[config.mk]
export PLATFORM = sky130hd
export DESIGN_NAME = gate_chk_bist_flat
export DESIGN_NICKNAME = d
export VERILOG_FILES = /design/src/rtl/gate_chk_bist_pkg.sv /design/src/rtl/gate_chk_bist_if.sv /design/src/rtl/gate_chk_bist_vec_seq.sv /design/src/rtl/gate_chk_bist.sv /design/src/flat_wrapper.sv
export SDC_FILE = /design/constraint.sdc
export NUM_CORES = 1
export LEC_CHECK = 0
export CAP_MARGIN = 15
export CORE_MARGIN = 2
export CORE_UTILIZATION = 50
export CTS_CLUSTER_SIZE = 16
export DETAILED_ROUTE_END_ITERATION = 6
export PLACE_DENSITY = 0.75
export SLEW_MARGIN = 20
export SYNTH_ARGS = -nofsm -noshare
export SYNTH_HDL_FRONTEND = slang
export SYNTH_SLANG_ARGS = --single-unit
[constraint.sdc]
create_clock -name clk -period 4.7 [get_ports clk]
set_input_delay 0.705 -clock clk [delete_from_list [all_inputs] [get_ports clk]]
set_output_delay 0.705 -clock clk [all_outputs]
set_load 0.05 [all_outputs]
[src/rtl/gate_chk_bist_pkg.sv]
// gate_chk_pkg
// Shared definitions for the gate self-checker: FSM state encoding, the
// number of input vectors a 2-input gate has, and the expected truth tables
// of the common basic gates.  A truth table is indexed by {a,b}, so bit
// {a,b} holds the output the gate must produce for that input pair.
package gate_chk_pkg;

    localparam int NUM_VEC = 4;
    localparam int VEC_W   = 2;

    localparam logic [NUM_VEC-1:0] TT_AND  = 4'b1000;
    localparam logic [NUM_VEC-1:0] TT_OR   = 4'b1110;
    localparam logic [NUM_VEC-1:0] TT_NAND = 4'b0111;
    localparam logic [NUM_VEC-1:0] TT_NOR  = 4'b0001;
    localparam logic [NUM_VEC-1:0] TT_XOR  = 4'b0110;
    localparam logic [NUM_VEC-1:0] TT_XNOR = 4'b1001;

    typedef enum logic [1:0] {
        IDLE = 2'd0,
        RUN  = 2'd1,
        DONE = 2'd2
    } state_e;

endpackage

[src/rtl/gate_chk_bist_if.sv]
// gate_chk_bist_if
// Bundles the run handshake, the gate-under-test drive/sense pins and the
// result signals of gate_chk_bist.
//   start     : one-cycle run request (master -> checker)
//   dut_y     : output of the gate under test (master -> checker)
//   dut_a/b   : registered inputs to the gate under test (checker -> master)
//   busy      : run in progress
//   done      : one-cycle end-of-run pulse
//   pass      : run result, valid with done, held until the next start
//   fail_mask : per-vector mismatch flags, bit {a,b}
//   err_count : saturating mismatch counter, only when GATE_CHK_ERRCNT_EN
//               is defined
interface gate_chk_bist_if;
    import gate_chk_pkg::*;

    logic               start;
    logic               dut_y;
    logic               dut_a;
    logic               dut_b;
    logic               busy;
    logic               done;
    logic               pass;
    logic [NUM_VEC-1:0] fail_mask;

`ifdef GATE_CHK_ERRCNT_EN
    logic [7:0]         err_count;

    modport master (
        output start, dut_y,
        input  dut_a, dut_b, busy, done, pass, fail_mask, err_count
    );

    modport slave (
        input  start, dut_y,
        output dut_a, dut_b, busy, done, pass, fail_mask, err_count
    );
`else
    modport master (
        output start, dut_y,
        input  dut_a, dut_b, busy, done, pass, fail_mask
    );

    modport slave (
        input  start, dut_y,
        output dut_a, dut_b, busy, done, pass, fail_mask
    );
`endif

endinterface

[src/rtl/gate_chk_bist_vec_seq.sv]
// gate_chk_vec_seq
// Vector/settle sequencer for the gate self-checker.  Holds the current
// input vector and the settle counter.
//   clk, rst_n   : clock, asynchronous active-low reset
//   i_clear      : restart from vector 0 with the settle counter at 0
//   i_advance    : count one settle cycle (high while the run is active)
//   o_vec        : current vector {a,b}
//   o_sample_now : the settle time for o_vec has elapsed this cycle
module gate_chk_vec_seq
    import gate_chk_pkg::*;
#(
    parameter int unsigned SETTLE_CYCLES = 2,
    parameter int unsigned CNT_W         = 4
) (
    input  logic             clk,
    input  logic             rst_n,
    input  logic             i_clear,
    input  logic             i_advance,
    output logic [VEC_W-1:0] o_vec,
    output logic             o_sample_now
);

    logic [VEC_W-1:0] r_vec;
    logic [CNT_W-1:0] r_cnt;

    // The sample point is the cycle whose counter value equals the settle
    // time, so a settle time of 0 samples in the first cycle of a vector.
    assign o_sample_now = (r_cnt == CNT_W'(SETTLE_CYCLES));
    assign o_vec        = r_vec;

    // Each vector spends SETTLE_CYCLES+1 cycles here: the counter runs up to
    // the sample point, then the vector steps on and the counter restarts.
    // Stepping past the last vector wraps to 0, which is harmless because
    // the controller leaves the run at that point.
    always_ff @(posedge clk or negedge rst_n) begin
        if (!rst_n) begin
            r_vec <= '0;
            r_cnt <= '0;
        end else if (i_clear) begin
            r_vec <= '0;
            r_cnt <= '0;
        end else if (i_advance) begin
            if (o_sample_now) begin
                r_vec <= r_vec + VEC_W'(1);
                r_cnt <= '0;
            end else begin
                r_cnt <= r_cnt + CNT_W'(1);
            end
        end
    end

endmodule

[src/rtl/gate_chk_bist.sv]
// gate_chk_bist
// On-chip self-test driver/checker for a 2-input basic gate.  A start
// request walks the four input vectors {a,b} = 00,01,10,11 into the gate,
// waits SETTLE_CYCLES after presenting each one, samples the gate output,
// compares it with TRUTH_TABLE and reports done/pass/fail_mask.
// Ports:
//   clk   : system clock, rising edge
//   rst_n : asynchronous active-low reset
//   bus   : gate_chk_bist_if.slave (start, dut_y in; dut_a, dut_b, busy,
//           done, pass, fail_mask out)
// Parameters:
//   TRUTH_TABLE   : expected y, bit {a,b}
//   SETTLE_CYCLES : cycles between presenting a vector and sampling y (0..15)
//   CNT_W         : settle counter width, must hold SETTLE_CYCLES
// Optional feature macro GATE_CHK_ERRCNT_EN: adds bus.err_count, an 8-bit
// saturating count of mismatching samples across runs, cleared only by
// rst_n.
module gate_chk_bist
    import gate_chk_pkg::*;
#(
    parameter logic [NUM_VEC-1:0] TRUTH_TABLE   = TT_AND,
    parameter int unsigned        SETTLE_CYCLES = 2,
    parameter int unsigned        CNT_W         = 4
) (
    input  logic           clk,
    input  logic           rst_n,
    gate_chk_bist_if.slave bus
);

    state_e             r_state;
    logic               r_dutA;
    logic               r_dutB;
    logic               r_busy;
    logic               r_done;
    logic               r_pass;
    logic [NUM_VEC-1:0] r_failMask;

    logic               w_clear;
    logic               w_advance;
    logic [VEC_W-1:0]   w_vec;
    logic [VEC_W-1:0]   w_nextVec;
    logic               w_sampleNow;
    logic               w_sampleHit;
    logic               w_mismatch;
    logic [NUM_VEC-1:0] w_failNext;
    logic               w_lastVec;

    // A start is only accepted from IDLE; the sequencer counts only in RUN.
    assign w_clear   = (r_state == IDLE) && bus.start;
    assign w_advance = (r_state == RUN);

    gate_chk_vec_seq #(
        .SETTLE_CYCLES (SETTLE_CYCLES),
        .CNT_W         (CNT_W)
    ) u_vecSeq (
        .clk          (clk),
        .rst_n        (rst_n),
        .i_clear      (w_clear),
        .i_advance    (w_advance),
        .o_vec        (w_vec),
        .o_sample_now (w_sampleNow)
    );

    // Compare the gate output against the expected table at the sample
    // point, and fold the result into the mask that will be registered on
    // this edge so the final vector is already included when pass is
    // computed.
    assign w_sampleHit = w_advance && w_sampleNow;
    assign w_mismatch  = w_sampleHit && (bus.dut_y != TRUTH_TABLE[w_vec]);
    assign w_failNext  = r_failMask | (w_mismatch ? (NUM_VEC'(1) << w_vec) : '0);
    assign w_nextVec   = w_vec + VEC_W'(1);
    assign w_lastVec   = (w_vec == VEC_W'(NUM_VEC - 1));

    // Run controller.  dut_a/dut_b are registered and change on the same
    // edge the sequencer moves to the next vector, so the gate input and
    // the vector being checked stay aligned.  After the last vector the
    // pins simply keep driving 11.  DONE lasts exactly one cycle and does
    // not look at start, so a held start only restarts from IDLE.
    always_ff @(posedge clk or negedge rst_n) begin
        if (!rst_n) begin
            r_state    <= IDLE;
            r_dutA     <= 1'b0;
            r_dutB     <= 1'b0;
            r_busy     <= 1'b0;
            r_done     <= 1'b0;
            r_pass     <= 1'b0;
            r_failMask <= '0;
        end else begin
            case (r_state)
                IDLE: begin
                    r_done <= 1'b0;
                    if (bus.start) begin
                        r_state    <= RUN;
                        r_busy     <= 1'b1;
                        r_pass     <= 1'b0;
                        r_failMask <= '0;
                        r_dutA     <= 1'b0;
                        r_dutB     <= 1'b0;
                    end
                end
                RUN: begin
                    r_failMask <= w_failNext;
                    if (w_sampleNow) begin
                        if (w_lastVec) begin
                            r_state <= DONE;
                            r_busy  <= 1'b0;
                            r_done  <= 1'b1;
                            r_pass  <= (w_failNext == '0);
                        end else begin
                            r_dutA <= w_nextVec[1];
                            r_dutB <= w_nextVec[0];
                        end
                    end
                end
                DONE: begin
                    r_done  <= 1'b0;
                    r_state <= IDLE;
                end
                default: begin
                    r_state <= IDLE;
                    r_busy  <= 1'b0;
                    r_done  <= 1'b0;
                end
            endcase
        end
    end

    assign bus.dut_a     = r_dutA;
    assign bus.dut_b     = r_dutB;
    assign bus.busy      = r_busy;
    assign bus.done      = r_done;
    assign bus.pass      = r_pass;
    assign bus.fail_mask = r_failMask;

`ifdef GATE_CHK_ERRCNT_EN
    logic [7:0] r_errCount;

    // Lifetime mismatch counter: one count per bad sample, sticking at
    // 8'hFF, and deliberately not cleared by start so it accumulates over
    // many runs.
    always_ff @(posedge clk or negedge rst_n) begin
        if (!rst_n) begin
            r_errCount <= 8'h00;
        end else if (w_mismatch && (r_errCount != 8'hFF)) begin
            r_errCount <= r_errCount + 8'h01;
        end
    end

    assign bus.err_count = r_errCount;
`endif

endmodule

[src/flat_wrapper.sv]
// flat-port wrapper written by rule: the top's interface ports become plain ports
module gate_chk_bist_flat import gate_chk_pkg::*;
#(
    parameter logic [NUM_VEC-1:0] TRUTH_TABLE   = TT_AND,
    parameter int unsigned        SETTLE_CYCLES = 2,
    parameter int unsigned        CNT_W         = 4
)
  (clk, rst_n, bus_start, bus_dut_y, bus_dut_a, bus_dut_b, bus_busy, bus_done, bus_pass, bus_fail_mask);
  gate_chk_bist_if bus_i ();
  input  logic clk;
  input  logic rst_n;
  input wire logic [$bits(bus_i.start)-1:0] bus_start;
  input wire logic [$bits(bus_i.dut_y)-1:0] bus_dut_y;
  output wire logic [$bits(bus_i.dut_a)-1:0] bus_dut_a;
  output wire logic [$bits(bus_i.dut_b)-1:0] bus_dut_b;
  output wire logic [$bits(bus_i.busy)-1:0] bus_busy;
  output wire logic [$bits(bus_i.done)-1:0] bus_done;
  output wire logic [$bits(bus_i.pass)-1:0] bus_pass;
  output wire logic [$bits(bus_i.fail_mask)-1:0] bus_fail_mask;
  assign bus_i.start = bus_start;
  assign bus_i.dut_y = bus_dut_y;
  assign bus_dut_a = bus_i.dut_a;
  assign bus_dut_b = bus_i.dut_b;
  assign bus_busy = bus_i.busy;
  assign bus_done = bus_i.done;
  assign bus_pass = bus_i.pass;
  assign bus_fail_mask = bus_i.fail_mask;
  gate_chk_bist #(.TRUTH_TABLE(TRUTH_TABLE), .SETTLE_CYCLES(SETTLE_CYCLES), .CNT_W(CNT_W)) u_core (.clk(clk), .rst_n(rst_n), .bus(bus_i));
endmodule
# Yosys cells after proc, flatten, opt, wreduce, memory -nomap -nowiden
# Index checks and enable logic that the tools add are counted.
dict set report word_totals {
  reg_bits 17
  input_bits 4
  elab_cells 71
  output_inout_bits 9
}
dict set report op_classes {
  n_reduce_logical 15
  n_mux 32
  order_cmp 1
  n_addsub 2
  n_bitwise 2
  shifts 1
  eq_ne 9
}
# operator n
set ops {}
lappend ops {{$mux W4} 5}
lappend ops {{$mux W1} 14}
lappend ops {{$mux W2} 6}
lappend ops {{$reduce_and A4 Y1} 3}
lappend ops {{$ne A2 B2 Y1 const B} 4}
lappend ops {{$pmux W4 S2} 1}
lappend ops {{$pmux W1 S2} 3}
lappend ops {{$reduce_and A2 Y1} 3}
lappend ops {{$reduce_bool A2 Y1} 3}
lappend ops {{$add A4 B1 Y4 const B} 1}
lappend ops {{$eq A2 B2 Y1 const B} 2}
lappend ops {{$eq A4 B2 Y1 const B} 1}
lappend ops {{$logic_not A4 Y1} 1}
lappend ops {{$or A4 B4 Y4} 1}
lappend ops {{$pmux W2 S2} 1}
lappend ops {{$shl A1 B2 Y4 const A} 1}
lappend ops {{$logic_and A1 B1 Y1} 3}
lappend ops {{$lt A2 B3 Y1 const B} 1}
lappend ops {{$pmux W1 S3} 1}
lappend ops {{$reduce_and A3 Y1} 1}
lappend ops {{$add A2 B1 Y2 const B} 1}
lappend ops {{$bmux W1 S2} 1}
lappend ops {{$eq A2 B1 Y1 const B} 1}
lappend ops {{$logic_not A2 Y1} 1}
lappend ops {{2 further kinds} 2}

# Depth between registers and ports, before layout
dict set report logic_depth {
  ltp_word 10
  depth_mapped 6
  mapped_depth_nobuf 5
}

# By module
# A second synthesis with hierarchy kept.
dict set report unflattened {
  cells_unflattened 83
  area_unflattened_um2 858.3
}
# module area_each_um2 seq_area_each_um2 instances cells_each
set modules_own_cells {}
lappend modules_own_cells {gate_chk_bist 531.8 275.3 1 50}
lappend modules_own_cells {gate_chk_vec_seq 326.6 150.1 1 33}

# Worst setup path before layout
# OpenSTA, ideal clock, no wires.
dict set report synth_path {
  path_kind {flip-flop to flip-flop}
  startpoint {register u_core.u_vecSeq.r_vec[0], in the netlist u_core.u_vecSeq.o_vec[0]}
  endpoint {register u_core.r_dutB, in the netlist u_core.bus.dut_b}
  path_slack_ns 3.066
  t_required_ns 4.617
  setup_time_ns 0.083
  period_less_slack_ns 1.634
  t_arrival_ns 1.551
  n_path_buf 0
  stages_incl_launch_ff 5
  cell_sequence {dfrtp_1 -> ha_1 -> or4b_4 -> or3_1 -> o21ai_0}
}
dict set report synth_between {
  elab_chain_cells 4
  elab_cells_between_ends 7
  cone_classes {add/sub (1); eq/ne (2); mux (3); reduce/logical (1)}
}
# element line
set synth_lines {}
lappend synth_lines {{start: declaration} gate_chk_bist_vec_seq.sv:23} ;# logic [VEC_W-1:0] r_vec;
lappend synth_lines {{start signal: assignment} gate_chk_bist_vec_seq.sv:44} ;# r_vec <= r_vec + VEC_W'(1);
lappend synth_lines {{$add A2 B1 Y2} gate_chk_bist.sv:71} ;# assign w_nextVec = w_vec + VEC_W'(1);
lappend synth_lines {{$mux W1} gate_chk_bist.sv:104} ;# if (w_lastVec) begin
lappend synth_lines {{$mux W1} gate_chk_bist.sv:103} ;# if (w_sampleNow) begin
lappend synth_lines {{$pmux W1 S2} gate_chk_bist.sv:89} ;# case (r_state)
lappend synth_lines {{end signal: assignment} gate_chk_bist.sv:111} ;# r_dutB <= w_nextVec[0];
lappend synth_lines {{end: declaration} gate_chk_bist.sv:32} ;# logic r_dutB;
# Several ways; a longest one is shown, not always the timed one. The select of a mux whose other input is x is not followed.
# A chain may end at the register's enable or synchronous reset.

# Final worst setup path
dict set report layout_path {
  startpoint {register u_core.r_pass, in the netlist u_core.bus.pass}
  endpoint {output port bus_pass}
}
# element line
set layout_rtl {}
lappend layout_rtl {{start: declaration} gate_chk_bist.sv:35} ;# logic r_pass;
lappend layout_rtl {{start signal: assignment} gate_chk_bist.sv:108} ;# r_pass <= (w_failNext == '0);
lappend layout_rtl {{end: declaration} flat_wrapper.sv:18} ;# output wire logic [$bits(bus_i.pass)-1:0] bus_pass;
# No word-level cell between the ends.

==> flow_summary_export.csv <==
group,metric,value,unit
run,drv_cap,0,
floorplanning,core_area,1559,um^2
timing,fin_tns_setup,0,ns
global_route,grt_pass1_vias,629,
worst_setup_path,worstPathMaxFanout,3,
finish,final_cell_mix,"17 x dfrtp_1, 12 x clkdlybuf4s50_1, 10 x nand2_1",
place,place_ws,2.647,ns
timing,fin_ws,2.490,ns
worst_setup_path,timing_worst_setup_path_type,"reg2out",
finish,final_common_cell,"dfrtp_1",
worst_setup_path,crit_chain,"clkdlybuf4s50_1",
route,detail-route-antenna-nets,0,
pwr,switching_share,46.74,%
floorplanning,die-width,45.46,um
worst_setup_path,critPathArrivalTime,1.51,ns
cts,post_cts_resize_count,0,
cts,cts_made_buffers,3,
yosys,avgSynthCellArea,10.61,um^2
worst_setup_path,critPathLaunchType,"register",
timing,max_freq,452.4,MHz
floorplanning,die_h,45.46,um
yosys,syn_area,859.6,um^2
yosys,async_flop_share,100.0,%
floorplanning,ios,13,
floorplanning,fp-row-count,14,
yosys,synth_area_leaders,"dfrtp_1 49%, ha_1 8.7%, nand2_1 4.4%",
cts,worst_skew_pair.late_latency,0.30,ns
yosys,synth_fp_nets,91,
worst_setup_path,critPathBufInv,1,
yosys,synth-warning-count,0,
pwr,p_per_area,719.6,nW/um^2
route,routedWlPerCell,14.69,um
cts,cts-root-buf,"clkbuf_4",
place,io_buffer_count,12,
cts,clkTransAtPathRegs,0.10,ns
yosys,synth_top_cell_by_area,"dfrtp_1",
cts,clockBufferDepth,2,
finish,antenna_cells,0,
yosys,synth_edf_count,0,
cts,cts_post_setup_buffers_inserted,0,
global_route,grt_first_pass_wirelength,2815,um
finish,fin_nets,106,
finish,final_util,64.85,%
yosys,yosysSeqAreaShare,49.49,%
route,drtPass1Iterations,4,
pwr,p_sw,0.0003400,W
worst_setup_path,critPathCaptureType,"primary output",
worst_setup_path,slowest_delay,0.82,ns
global_route,grt_usage,19.90,%
timing,maxSlewHeadroom,49.44,%
route,remaining_drc_errors,0,
pwr,leakage,0.4499,nW
pwr,pwr-share-seq,37.4,%
route,routed-via-count,648,
pwr,peakVddDrop,0.3263,mV
cts,cts_tree,"built",
timing,layout_min_cycle_time,2.210,ns
global_route,antenna_found_initial,0,
timing,finalMaxSlewViolations,0,
finish,syn2layout_area_growth,17.61,%
yosys,ys_ff_latch,17,
timing,setup_viol,0,
worst_hold_path,hold_path.class,"reg2reg",
timing,finalHoldViolCount,0,
floorplanning,die_area,2067,um^2
cts,clock_sinks,17,
global_route,grt_overflow,0,
finish,drive_above_1_share,7.368,%
run_status,outcome,"finished clean",
cts,h-tree-depth,1,
pwr,power.internal,0.0003875,W
worst_setup_path,crit_path_top_delay_cell,"clkdlybuf4s50_1",
yosys,synth_cells,81,
yosys,synth_top_area_share,49.49,%
route,via_per_inst,5.838,
timing,skew,0.004426,ns
timing,period_share,47.03,%
global_route,grt_max_degree,18,
timing,rsz0062_at_grt,"false",
yosys,synth_top_flop_cell,"dfrtp_1",
pwr,power_frac_comb,51.6,%
timing,tightestPinTransition,0.7560,ns
cts,hold_buffers,0,
worst_setup_path,crit_family,"buffers and inverters",
route,drt_iter0_drc,9,
place,hpwlAfterDp,1228,um
worst_setup_path,worstPathRequired,3.99,ns
floorplanning,start_util,55.14,%
place,gp_congestion,0.7152,
yosys,synthDistinctLibCells,31,
pwr,p_clk_share,10.9,%
route,wirelength,1631,um
[synth_stat cells, drive strengths merged, types with 2 or more instances]
master  count
o311ai      2
ha          6
nor2        2
dfrtp      17
o21bai      2
or3b        2
inv         7
o21ai       5
nand2      10
nand3       4
nand2b      3
a21oi       2
a22o        2
[state kept, by name, indices dropped and copies added (netlist names)]
| signal | flops |
|---|---|
| u_core.bus.busy | 1 |
| u_core.r_state | 2 |
| u_core.bus.fail_mask | 4 |
| u_core.bus.dut_b | 1 |
| u_core.bus.dut_a | 1 |
| u_core.bus.done | 1 |
| u_core.u_vecSeq.r_cnt | 4 |
| u_core.u_vecSeq.o_vec | 2 |
| u_core.bus.pass | 1 |
[power by group through the flow]
stage                     sequential, W  combinational [W]  clock (W)
after global routing           0.000281           0.000416  0.0000861
final                          0.000272           0.000376  0.0000795
after CTS                      0.000272           0.000382  0.0000808
after detailed placement       0.000275           0.000381          0
after floorplan                0.000372           0.000167          0
after global placement         0.000270           0.000369          0
[per-stage QoR]
stage / instance area, um^2 / total power, W / instances / hold WS (ns)
global placement: 984.7 / 0.0006394 / 107 / 0.4970
CTS: 1011 / 0.0007342 / 111 / 0.5326
floorplan: 859.6 / 0.0005390 / 81 / 0.4094
finish: 1011 / 0.0007275 / 111 / 0.5279
detailed placement: 984.7 / 0.0006553 / 107 / 0.5090
global route: 1011 / 0.0007829 / 111 / 0.5509
[final timing paths]
path	slack, ns	cells after the start	start	end
setup / recovery	2.49	1	u_core.bus.pass$_DFFE_PN0P_	bus_pass
hold / removal	0.53	2	u_core.bus.fail_mask[3]$_DFFE_PN0P_	u_core.bus.fail_mask[3]$_DFFE_PN0P_
setup reg to reg	2.94	4	u_core.u_vecSeq.o_vec[0]$_DFFE_PN0P_	u_core.bus.dut_b$_DFFE_PN0P_
hold reg to reg	0.53	2	u_core.bus.fail_mask[3]$_DFFE_PN0P_	u_core.bus.fail_mask[3]$_DFFE_PN0P_
max in group asynchronous	3.38	1	rst_n	u_core.bus.dut_a$_DFFE_PN0P_
min in group asynchronous	0.84	1	rst_n	u_core.bus.fail_mask[3]$_DFFE_PN0P_
[layer usage]
metal | track usage (%) | wire (um) | vias up
li1 | - | - | 312
met1 | 23.06 | 728 | 320
met2 | 32.96 | 808 | 13
met3 | 5.556 | 68 | 3
met4 | 10.59 | 25 | 0
met5 | 0 | 0 | -
[cell families (layout without fill, tap and decap cells)]
kind of cell    after synthesis  count (layout)  share of synthesized area [%]
simple gates                 30              30                          21.55
fa+ha+maj                     6               6                          8.733
flops                        17              17                          49.49
buf+inv                       9              23                          4.804
compound gates               17              17                          13.39
xor+xnor                      2               2                          2.038
[final cells by class]
| cell class | instances | area (um^2) |
|---|---|---|
| flip-flops and latches | 17 | 425.4 |
| fillers | 130 | 548.0 |
| multi-input cells | 55 | 392.9 |
| inverters | 7 | 26.28 |
| repair buffers | 12 | 120.1 |
| well taps | 16 | 20.02 |
| clock buffers | 4 | 26.28 |
No activity file was read; power rests on OpenSTA's default activity.
